--- config.mk ---
export PLATFORM = sky130hd
export DESIGN_NAME = tdc_tap_decoder
export DESIGN_NICKNAME = d
export VERILOG_FILES = /design/src/rtl/tdc_pkg.sv /design/src/rtl/tdc_tap_decoder_therm2bin.sv /design/src/rtl/tdc_tap_decoder.sv
export SDC_FILE = /design/constraint.sdc
export NUM_CORES = 1
export LEC_CHECK = 0
export BUFFER_PORTS_ARGS = -buffer_cell sky130_fd_sc_hd__buf_2
export CAP_MARGIN = 20
export CORE_MARGIN = 4
export CORE_UTILIZATION = 40
export CTS_BUF_LIST = sky130_fd_sc_hd__clkbuf_16
export DETAILED_ROUTE_END_ITERATION = 8
export GPL_TIMING_DRIVEN = 0
export SETUP_SLACK_MARGIN = 0.15
export SYNTH_ARGS = -nofsm -noshare
export SYNTH_HDL_FRONTEND = slang
export SYNTH_SLANG_ARGS = --single-unit
--- constraint.sdc ---
create_clock -name clk -period 14.3 [get_ports clk]
set_input_delay 2.145 -clock clk [delete_from_list [all_inputs] [get_ports clk]]
set_output_delay 2.145 -clock clk [all_outputs]
set_load 0.01 [all_outputs]
--- src/rtl/tdc_pkg.sv ---
// ============================================================================
// tdc_pkg : shared types and helpers for the TDC tap decoder
// Revision 1.0
// ============================================================================
`default_nettype none

package tdc_pkg;

  typedef enum logic [1:0] {
    IDLE   = 2'd0,
    ARMED  = 2'd1,
    DECODE = 2'd2,
    HOLD   = 2'd3
  } state_t;

  localparam int c_COARSE_W_MAX = 32;
  localparam int c_FINE_W_MAX   = 8;

  function automatic int fine_width(input int n);
    return $clog2(n + 1);
  endfunction

  typedef struct packed {
    logic [c_COARSE_W_MAX-1:0] coarse;
    logic [c_FINE_W_MAX-1:0]   fine;
    logic                      overflow;
    logic                      timeout;
  } result_t;

endpackage

`default_nettype wire

--- src/rtl/tdc_tap_decoder_therm2bin.sv ---
// ============================================================================
// tdc_therm2bin : bubble filter and leading-ones count of a tap snapshot
// Revision 1.0
// ============================================================================
`default_nettype none

module tdc_therm2bin
  import tdc_pkg::*;
#(
  parameter  int NUM_TAPS = 32,
  localparam int FINE_W   = fine_width(NUM_TAPS)
) (
  input  logic [NUM_TAPS-1:0] therm_i,
  output logic [FINE_W-1:0]   fine_o
);

  // Pad with a 1 below tap 0 and a 0 above the last tap
  logic [NUM_TAPS+1:0] w_ext;
  logic [NUM_TAPS-1:0] w_filt;
  logic                w_run;
  logic [FINE_W-1:0]   w_count;

  assign w_ext = {1'b0, therm_i, 1'b1};

  for (genvar gi = 0; gi < NUM_TAPS; gi++) begin : g_filter
    assign w_filt[gi] = (w_ext[gi]   & w_ext[gi+1]) |
                        (w_ext[gi]   & w_ext[gi+2]) |
                        (w_ext[gi+1] & w_ext[gi+2]);
  end

  always_comb begin
    w_run   = 1'b1;
    w_count = '0;
    for (int i = 0; i < NUM_TAPS; i++) begin
      w_run = w_run & w_filt[i];
      if (w_run) begin
        w_count = w_count + FINE_W'(1);
      end
    end
  end

  assign fine_o = w_count;

endmodule

`default_nettype wire

--- src/rtl/tdc_tap_decoder.sv ---
// ============================================================================
// tdc_tap_decoder : samples the delay line, timestamps one hit per arm
// Revision 1.0
// ============================================================================
`default_nettype none

module tdc_tap_decoder
  import tdc_pkg::*;
#(
  parameter  int NUM_TAPS = 32,
  parameter  int COARSE_W = 16,
  localparam int FINE_W   = fine_width(NUM_TAPS)
) (
  input  logic                clk,
  input  logic                reset_n,
  input  logic                arm_i,
  input  logic [NUM_TAPS-1:0] taps_i,
  output logic                busy_o,
  output logic                valid_o,
  input  logic                ready_i,
  output logic [COARSE_W-1:0] coarse_o,
  output logic [FINE_W-1:0]   fine_o,
  output logic                overflow_o,
  output logic                timeout_o
);

  localparam logic [COARSE_W-1:0] c_COUNT_MAX = '1;

  state_t              r_state;
  state_t              w_next;
  logic [NUM_TAPS-1:0] r_s1;
  logic [NUM_TAPS-1:0] r_s2;
  logic [NUM_TAPS-1:0] r_snap;
  logic [COARSE_W-1:0] r_count;
  logic                r_qual;
  logic                r_tmo;
  logic                r_busy;
  logic                r_valid;
  result_t             r_res;
  logic                w_hit;
  logic                w_sat;
  logic [FINE_W-1:0]   w_fine;
  logic                w_unused_res;

  tdc_therm2bin #(
    .NUM_TAPS (NUM_TAPS)
  ) u_therm2bin (
    .therm_i (r_snap),
    .fine_o  (w_fine)
  );

  always_ff @(posedge clk or negedge reset_n) begin
    if (!reset_n) begin
      r_state <= IDLE;
    end else begin
      r_state <= w_next;
    end
  end

  always_comb begin
    w_next = r_state;
    w_hit  = 1'b0;
    w_sat  = 1'b0;
    case (r_state)
      IDLE: begin
        if (arm_i) begin
          w_next = ARMED;
        end
      end
      ARMED: begin
        // A hit only counts once tap 0 has been seen low since arm
        w_hit = r_qual & r_s2[0];
        w_sat = (r_count == c_COUNT_MAX);
        if (w_hit || w_sat) begin
          w_next = DECODE;
        end
      end
      DECODE: w_next = HOLD;
      HOLD: begin
        if (ready_i) begin
          w_next = IDLE;
        end
      end
      default: w_next = IDLE;
    endcase
  end

  always_ff @(posedge clk or negedge reset_n) begin
    if (!reset_n) begin
      r_s1    <= '0;
      r_s2    <= '0;
      r_snap  <= '0;
      r_count <= '0;
      r_qual  <= 1'b0;
      r_tmo   <= 1'b0;
      r_busy  <= 1'b0;
      r_valid <= 1'b0;
      r_res   <= '0;
    end else begin
      r_s1 <= taps_i;
      r_s2 <= r_s1;
      case (r_state)
        IDLE: begin
          if (arm_i) begin
            r_count <= '0;
            r_qual  <= 1'b0;
            r_tmo   <= 1'b0;
            r_busy  <= 1'b1;
          end
        end
        ARMED: begin
          // The counter freezes on exit and doubles as the coarse latch
          if (!(w_hit || w_sat)) begin
            r_count <= r_count + 1'b1;
          end
          if (!r_s2[0]) begin
            r_qual <= 1'b1;
          end
          if (w_hit) begin
            r_snap <= r_s2;
            r_tmo  <= 1'b0;
          end else if (w_sat) begin
            r_snap <= '0;
            r_tmo  <= 1'b1;
          end
        end
        DECODE: begin
          r_res.coarse   <= c_COARSE_W_MAX'(r_count);
          r_res.fine     <= c_FINE_W_MAX'(w_fine);
          r_res.overflow <= (w_fine == FINE_W'(NUM_TAPS));
          r_res.timeout  <= r_tmo;
          r_valid        <= 1'b1;
        end
        HOLD: begin
          if (ready_i) begin
            r_valid        <= 1'b0;
            r_busy         <= 1'b0;
            r_res.overflow <= 1'b0;
            r_res.timeout  <= 1'b0;
          end
        end
        default: ;
      endcase
    end
  end

  assign busy_o       = r_busy;
  assign valid_o      = r_valid;
  assign coarse_o     = r_res.coarse[COARSE_W-1:0];
  assign fine_o       = r_res.fine[FINE_W-1:0];
  assign overflow_o   = r_res.overflow;
  assign timeout_o    = r_res.timeout;
  assign w_unused_res = ^r_res;

endmodule

`default_nettype wire

* Word level (Yosys, flattened, before mapping) *
Cells that the tools add are included.

word-level totals
  register bits after elaboration = 142
  latch bits = 0
  RAM bits = 0
  ROM bits = 0
  bits of input ports = 36
  output and inout port bits = 26
  logic and storage cells = 279
  memories kept = 0

cells by class
  add/subtract/negate cells = 32
  multipliers = 0
  divide/modulo/power cells = 0
  $lt $le $gt $ge = 0
  equal/unequal tests = 11
  shift operators = 0
  muxes and demuxes = 54
  bitwise operators = 155
  reduce and logical (&&, ||, !) cells = 14

operators with widths
  operator               count
  $add 6x1->6 const B    31
  $mux 6                 31
  $and 1x1->1            93
  $mux 32                2
  $or 1x1->1             62
  $mux 16                2
  $pmux 16 s2            1
  $add 16x1->16 const B  1
  $eq 16x16->1 const B   1
  $reduce_and 3->1       5
  $ne 2x2->1 const B     5
  $mux 1                 9
  $pmux 1 s2             4
  $pmux 2 s4             1
  $reduce_bool 2->1      4
  $eq 6x6->1 const B     1
  $mux 2                 3
  $eq 2x2->1 const B     2
  $pmux 2 s2             1
  $reduce_and 2->1       2
  $ne 3x3->1 const B     1
  $eq 2x1->1 const B     1
  $logic_not 2->1        1
  $logic_or 1x1->1       2

* Logic depth before layout (Yosys ltp) *
  word-level depth = 67
  depth in mapped cells = 75
  gate-level depth less buffers = 73

* Hierarchy *
Synthesis repeated with hierarchy kept, for this count alone.

second synthesis, totals
  cell total of the unflattened synthesis = 1075
  area, all modules = 9932.0 um2

modules (own cells, without submodules)
  module           instances  cells each  area each (um2)  sequential area each (um2)
  tdc_tap_decoder  1          346         5023.6           3553.4
  tdc_therm2bin    1          729         4908.5           0.0

* Least setup slack after synthesis *
Ideal clock, no wire load.

  kind = reg2reg
  start = register r_snap[1]
  end = register r_res (netlist bit overflow_o)
  library setup time = 110 ps
  arrival = 12572 ps
  required time = 14190 ps
  slack = 1617 ps
  cell stages (with the launch flop) = 71
  buffers on the path = 4
  period minus slack after synthesis = 12683 ps
  cell sequence = dfrtp_1 -> buf_2 -> nand2_1 -> o32a_1 -> ha_1 -> o21a_1 -> ha_1 -> nand2_1 -> nand2_1 -> ha_1 -> mux2i_1 -> o21ai_0 -> ha_1 -> buf_2 -> o21ai_0 -> mux2_2 -> ha_1 -> mux2_2 -> [35 not listed] -> o311ai_0 -> nand2_1 -> nand2_1 -> ha_1 -> nor2b_1 -> a211oi_1 -> a21oi_1 -> ha_1 -> mux2_2 -> ha_1 -> mux2_2 -> ha_1 -> nand2_1 -> nor4b_1 -> nor2_1 -> o221ai_2 -> xor2_1 -> o41ai_1

between the ends
  longest elaborated chain between the ends = 67
  elaborated cells on any way between the ends = 105
  those cells by class = add/sub (31); eq/ne (1); mux (33); bitwise (40)

RTL lines
  element                                            line                                                              source
  start: declaration                                 tdc_tap_decoder.sv:33                                             logic [NUM_TAPS-1:0] r_snap;
  start signal: assignment                           tdc_tap_decoder.sv:120                                            r_snap <= r_s2;
  $or 1x1->1 / $and 1x1->1 (equally long branches)   tdc_tap_decoder_therm2bin.sv:26, tdc_tap_decoder_therm2bin.sv:28
  $or 1x1->1, on equally long branches               tdc_tap_decoder_therm2bin.sv:27, tdc_tap_decoder_therm2bin.sv:26
  $mux 1 / $or 1x1->1 (equally long branches)        tdc_tap_decoder_therm2bin.sv:36, tdc_tap_decoder_therm2bin.sv:27
  $add 6x1->6 / $and 1x1->1 (equally long branches)  tdc_tap_decoder_therm2bin.sv:37, tdc_tap_decoder_therm2bin.sv:35
  $mux 6                                             tdc_tap_decoder_therm2bin.sv:36                                   if (w_run) begin
  $add 6x1->6                                        tdc_tap_decoder_therm2bin.sv:37                                   w_count = w_count + FINE_W'(1);
  $mux 6                                             tdc_tap_decoder_therm2bin.sv:36
  $add 6x1->6                                        tdc_tap_decoder_therm2bin.sv:37
  [51 not listed]                                    --
  $add 6x1->6                                        tdc_tap_decoder_therm2bin.sv:37
  $mux 6                                             tdc_tap_decoder_therm2bin.sv:36
  $add 6x1->6                                        tdc_tap_decoder_therm2bin.sv:37
  $mux 6                                             tdc_tap_decoder_therm2bin.sv:36
  $add 6x1->6                                        tdc_tap_decoder_therm2bin.sv:37
  $mux 6 (*)                                         tdc_tap_decoder_therm2bin.sv:36
  $eq 6x6->1 (*)                                     tdc_tap_decoder.sv:130                                            r_res.overflow <= (w_fine == FINE_W'(NUM_TAPS));
  $pmux 2 s2 (*)                                     tdc_tap_decoder.sv:102                                            case (r_state)
  end: declaration                                   tdc_tap_decoder.sv:39                                             result_t r_res;

Mark *: on every way between the ends. The rest lies on a longest branch, timed or not.
A chain may end at the register's enable or synchronous reset.

* Worst setup path after layout *
  start = register r_snap[2]
  end = register r_res (netlist bit fine_o[4])

between the ends
  longest elaborated chain between the ends = 65
  elaborated cells on any way between the ends = 102
  those cells by class = add/sub (30); mux (31); bitwise (41)

RTL lines
  element          line                             source
  $and 1x1->1      tdc_tap_decoder_therm2bin.sv:27  (w_ext[gi] & w_ext[gi+2]) |
  $or 1x1->1       tdc_tap_decoder_therm2bin.sv:26  assign w_filt[gi] = (w_ext[gi] & w_ext[gi+1]) |
  $or 1x1->1       tdc_tap_decoder_therm2bin.sv:27
  $and 1x1->1      tdc_tap_decoder_therm2bin.sv:35  w_run = w_run & w_filt[i];
  $mux 6           tdc_tap_decoder_therm2bin.sv:36
  $add 6x1->6      tdc_tap_decoder_therm2bin.sv:37
  $mux 6           tdc_tap_decoder_therm2bin.sv:36
  $add 6x1->6      tdc_tap_decoder_therm2bin.sv:37
  [49 not listed]  --
  $add 6x1->6      tdc_tap_decoder_therm2bin.sv:37
  $mux 6           tdc_tap_decoder_therm2bin.sv:36
  $add 6x1->6      tdc_tap_decoder_therm2bin.sv:37
  $mux 6           tdc_tap_decoder_therm2bin.sv:36
  $add 6x1->6      tdc_tap_decoder_therm2bin.sv:37
  $mux 6           tdc_tap_decoder_therm2bin.sv:36
  $add 6x1->6      tdc_tap_decoder_therm2bin.sv:37
  $mux 6 (*)       tdc_tap_decoder_therm2bin.sv:36

Marks and branches as above.

==> impl_summary.txt <==
----------------------------------------------------
[Synthesis]
  Largest area contributor in the netlist ... dfrtp_1
  Number of nets in the synthesized netlist ... 1124
  Synth top area share ... 36.9%
  Cell types occupying the most area after synthesis ... dfrtp_1 37%, ha_1 4.6%, nand2_1 4.5%, nor2_1 3.6%, mux2_2 3.0%
  Summed instance area of the synthesized netlist ... 0.00962 mm2
  Average cell area after synthesis ... 9.14 um2
  Ys async rst share ... 100%
  Count of different cell masters after synthesis ... 89
  Synth Flop Type ... dfrtp_1
  Number of warnings issued by yosys ... 0
  Number of register bits inferred by synthesis ... 142
  Number of enable-type register cells in the synthesized netlist ... 0
  Sequential share of the synthesized area ... 36.9%
  Post-Syn Instances ... 1053

[GRT]
  Met3 Resource Use GR ... 2.78%
  Antenna violations before repair ... 1
  Met1 GRT Util ... 25.2%
  Vias in the first global route ... 7696
  Total routing usage reported by global routing ... 17.2%
  Layer with the highest usage after global routing ... met2
  Global-route wire length before repair ... 38.1 mm
  Met2 routing resource usage after global routing ... 27.1%
  Maximum number of pins on one net before global-route repair ... 82
  Grt ovf ... 0

[Pwr]
  Largest voltage drop on the vdd net ... 99.1 uV
  Fraction of power spent switching nets ... 44.1%
  Net load switching power ... 1.15 mW
  Total chip power ... 2.60 mW
  PwrDens ... 233 mW/mm2
  Static power due to leakage ... 4.81 nW
  Part of the power in registers ... 20.2%
  Combinational share of power ... 62.5%
  Power share of the clock group ... 17.3%
  Internal cell power ... 1.46 mW

[Timing]
  RSZ-0062 raised after global routing ... false
  Pins Over Slew Limit ... 0
  Minimum setup slack in the final design ... 0.910 ns
  Period minus WS final ... 13.39 ns
  Count of final hold-check violations ... 0
  Worst slew slack as a fraction of its limit ... 41.3%
  Sum of negative setup slack ... 0 ns
  Timing-limited maximum frequency ... 74.7 MHz
  Final setup viols ... 0
  Final critical-path share of the clock period ... 93.6%
  Transition time at the pin with the least slew margin ... 0.874 ns
  Worst Skew ... 0.0131 ns

[Clock network]
  Number of buffers on the longest clock path ... 2
  Hold bufs inserted after CTS ... 0
  Worst-path clk slew ... 0.06 ns
  Latest clock arrival within the worst-skew pair ... 0.41 ns
  Deepest level of the CTS H-tree ... 4
  Total number of clock tree sinks ... 142
  TritonCTS clock tree ... built
  Cts bufs inserted ... 17
  Clock tree root buffer cell ... clkbuf_16

[Critical path]
  Crit path arrival time ... 13.68 ns
  Critical path startpoint category ... flip-flop
  Dominant cell type by count on the critical path ... ha_1
  Category of the most critical setup path ... reg -> reg
  Biggest cell delay along the critical path ... 0.38 ns
  Standard cell with the maximum stage delay on the critical path ... dfrtp_1
  Category of the worst setup path capture point ... flip-flop
  Worst EP required ... 14.59 ns
  Largest driver fanout on the critical path ... 10

[Route]
  Total vias in the final route ... 7963
  Average vias per placed instance ... 5.40
  Drt initial violations ... 447
  Routed wire length per instance ... 15.3 um
  ANT nets after route ... 0
  Count of unresolved DRC violations after routing ... 0
  Number of detailed-routing iterations run before antenna repair ... 5
  Total Routed Length ... 22.6 mm

[Final layout]
  Post-Route Utilization ... 47.5%
  Layout cell share with drive strength beyond 1 ... 17.5%
  Filler-free cell count of the finished design ... 1475
  Net count, final ... 1214
  Area grow syn2layout ... 16.3%

[Placed design]
  Detailed Place HPWL ... 16.7 mm
  Count of input and output buffers ... 61
  Placer's final routability congestion estimate ... 0.836
  Placement-stage worst setup slack ... -0.00403 ns
  Placed insts ... 1434

[Status]
  Result of the run ... completed

[Die]
  Std-Cell Rows ... 56
  Initial standard-cell utilization of the core ... 40.9%
  Floorplan die height ... 163 um
  Core Area ... 0.0235 mm2
  Area of the die ... 0.0266 mm2
  X dimension of the die ... 163 um
  Boundary Pins ... 62

[Hold path]
  Hold WC Path Type ... reg -> reg

[Flow run]
  Max-cap violation count ... 0

----------------------------------------------------
==> worst paths after layout <==
| path | start | end | slack, ns | cells past startpoint |
|---|---|---|---|---|
| max | r_snap[2] | fine_o[4] | 0.91 | 71 |
| min | r_s1[5] | r_s2[5] | 0.34 | 0 |
| max reg2reg | r_snap[2] | fine_o[4] | 0.91 | 71 |
| min reg2reg | r_s1[5] | r_s2[5] | 0.34 | 0 |
| max in group asynchronous | reset_n | r_s1[5] | 11.79 | 2 |
| min in group asynchronous | reset_n | r_s1[28] | 1.78 | 1 |
==> cell usage in the layout (no fill, tap or decap), types with 12 or more instances in the layout <==
master / netlist / layout
a21o_1: 16 / 16
a21oi_1: 57 / 56
a22o_1: 32 / 32
and2_1: 12 / 12
and3_1: 22 / 21
buf_2: 16 / 73
buf_4: 6 / 16
clkbuf_1: 27 / 25
clkbuf_16: 0 / 17
dfrtp_1: 142 / 141
ha_1: 35 / 31
inv_1: 31 / 33
mux2_2: 26 / 26
mux2i_1: 16 / 15
nand2_1: 116 / 115
nand2b_1: 14 / 14
nand3_1: 42 / 41
nand4_1: 14 / 14
nor2_1: 93 / 91
nor2b_1: 12 / 12
nor3_1: 19 / 19
o211ai_1: 14 / 14
o21ai_0: 56 / 51
o21ai_1: 10 / 14
xnor2_1: 27 / 27
xor2_1: 28 / 27
==> critical path, delay by kind of cell, from the launching register on <==
family	cells	cell delay, ns
multiplexers	7	1.74
adder cells (fa/ha/maj)	16	4.55
flip-flops	1	0.38
AO/OA/AOI/OAI	26	4.22
XOR/XNOR	1	0.20
AND/OR/NAND/NOR	19	1.82
buffers and inverters	2	0.32
==> power groups by stage <==
stage	Clock, mW	Combinational (mW)	Sequential, mW
final	0.451	1.63	0.526
after global routing	0.481	1.82	0.537
after CTS	0.461	1.45	0.525
after detailed placement	0	1.44	0.531
after global placement	0	1.42	0.530
after floorplan	0	1.13	0.522
==> stage by stage <==
stage	area, um2	hold slack, ns
2_1_floorplan	9620	0.331
3_3_place_gp	10300	0.331
3_5_place_dp	10400	0.335
4_1_cts	11000	0.346
5_1_grt	11200	0.348
6_report	11200	0.343
==> final cells by class <==
type,count,area (um2)
buffer,54,267
sequential,142,3550
clock inverter,14,178
inverter,31,116
timing repair buffer,71,407
multi-input combinational,826,5840
fill,2288,12400
tap,319,399
antenna,1,2.50
clock buffer,17,425
==> flip-flops by register name (all words and copies together), names as in the netlist, 2 cells and up <==
| register | count |
|---|---|
| coarse_o | 16 |
| fine_o | 6 |
| r_count | 16 |
| r_s1 | 32 |
| r_s2 | 32 |
| r_snap | 32 |
| r_state | 2 |
==> timing repair <==
| item | CTS | global route |
|---|---|---|
| setup buffers | 0 | 9 |
| pin swaps | 0 | 18 |
| endpoints found under the setup margin | 4 | 6 |
| resized for setup | 3 | 35 |
==> cell families (layout without fill, tap and decap cells) <==
family	count (synthesis)	in the layout	share of synthesized area (%)
AO/OA/AOI/OAI	284	284	20.6
XOR/XNOR	69	69	8.48
adder cells (fa/ha/maj)	41	41	5.18
buffers and inverters	85	187	3.84
flip-flops	142	142	36.9
multiplexers	42	42	4.71
other	0	1	0
AND/OR/NAND/NOR	390	390	20.2
==> per-layer routing <==
layer | routed length [um] | part of all wire, %
met5 | 13 | 0.058
met4 | 212 | 0.94
met3 | 647 | 2.9
met2 | 10100 | 45
met1 | 11600 | 51
==> cells in the mapped netlist, drive strengths merged (4+ instances only) <==
| master | n |
|---|---|
| a211oi | 8 |
| a21boi | 6 |
| a21o | 16 |
| a21oi | 58 |
| a22o | 32 |
| a22oi | 9 |
| a311oi | 4 |
| a31oi | 8 |
| and2 | 12 |
| and3 | 22 |
| buf | 27 |
| clkbuf | 27 |
| dfrtp | 142 |
| ha | 35 |
| inv | 31 |
| maj3 | 6 |
| mux2 | 26 |
| mux2i | 16 |
| nand2 | 116 |
| nand2b | 14 |
| nand3 | 43 |
| nand3b | 5 |
| nand4 | 14 |
| nor2 | 94 |
| nor2b | 12 |
| nor3 | 21 |
| nor3b | 6 |
| nor4 | 8 |
| nor4b | 6 |
| o211ai | 14 |
| o21a | 8 |
| o21ai | 67 |
| o221ai | 4 |
| o22ai | 10 |
| o41ai | 4 |
| or2 | 4 |
| or3 | 6 |
| xnor2 | 32 |
| xnor3 | 6 |
| xor2 | 30 |
Note: power is estimated with default switching activity, not from simulation.
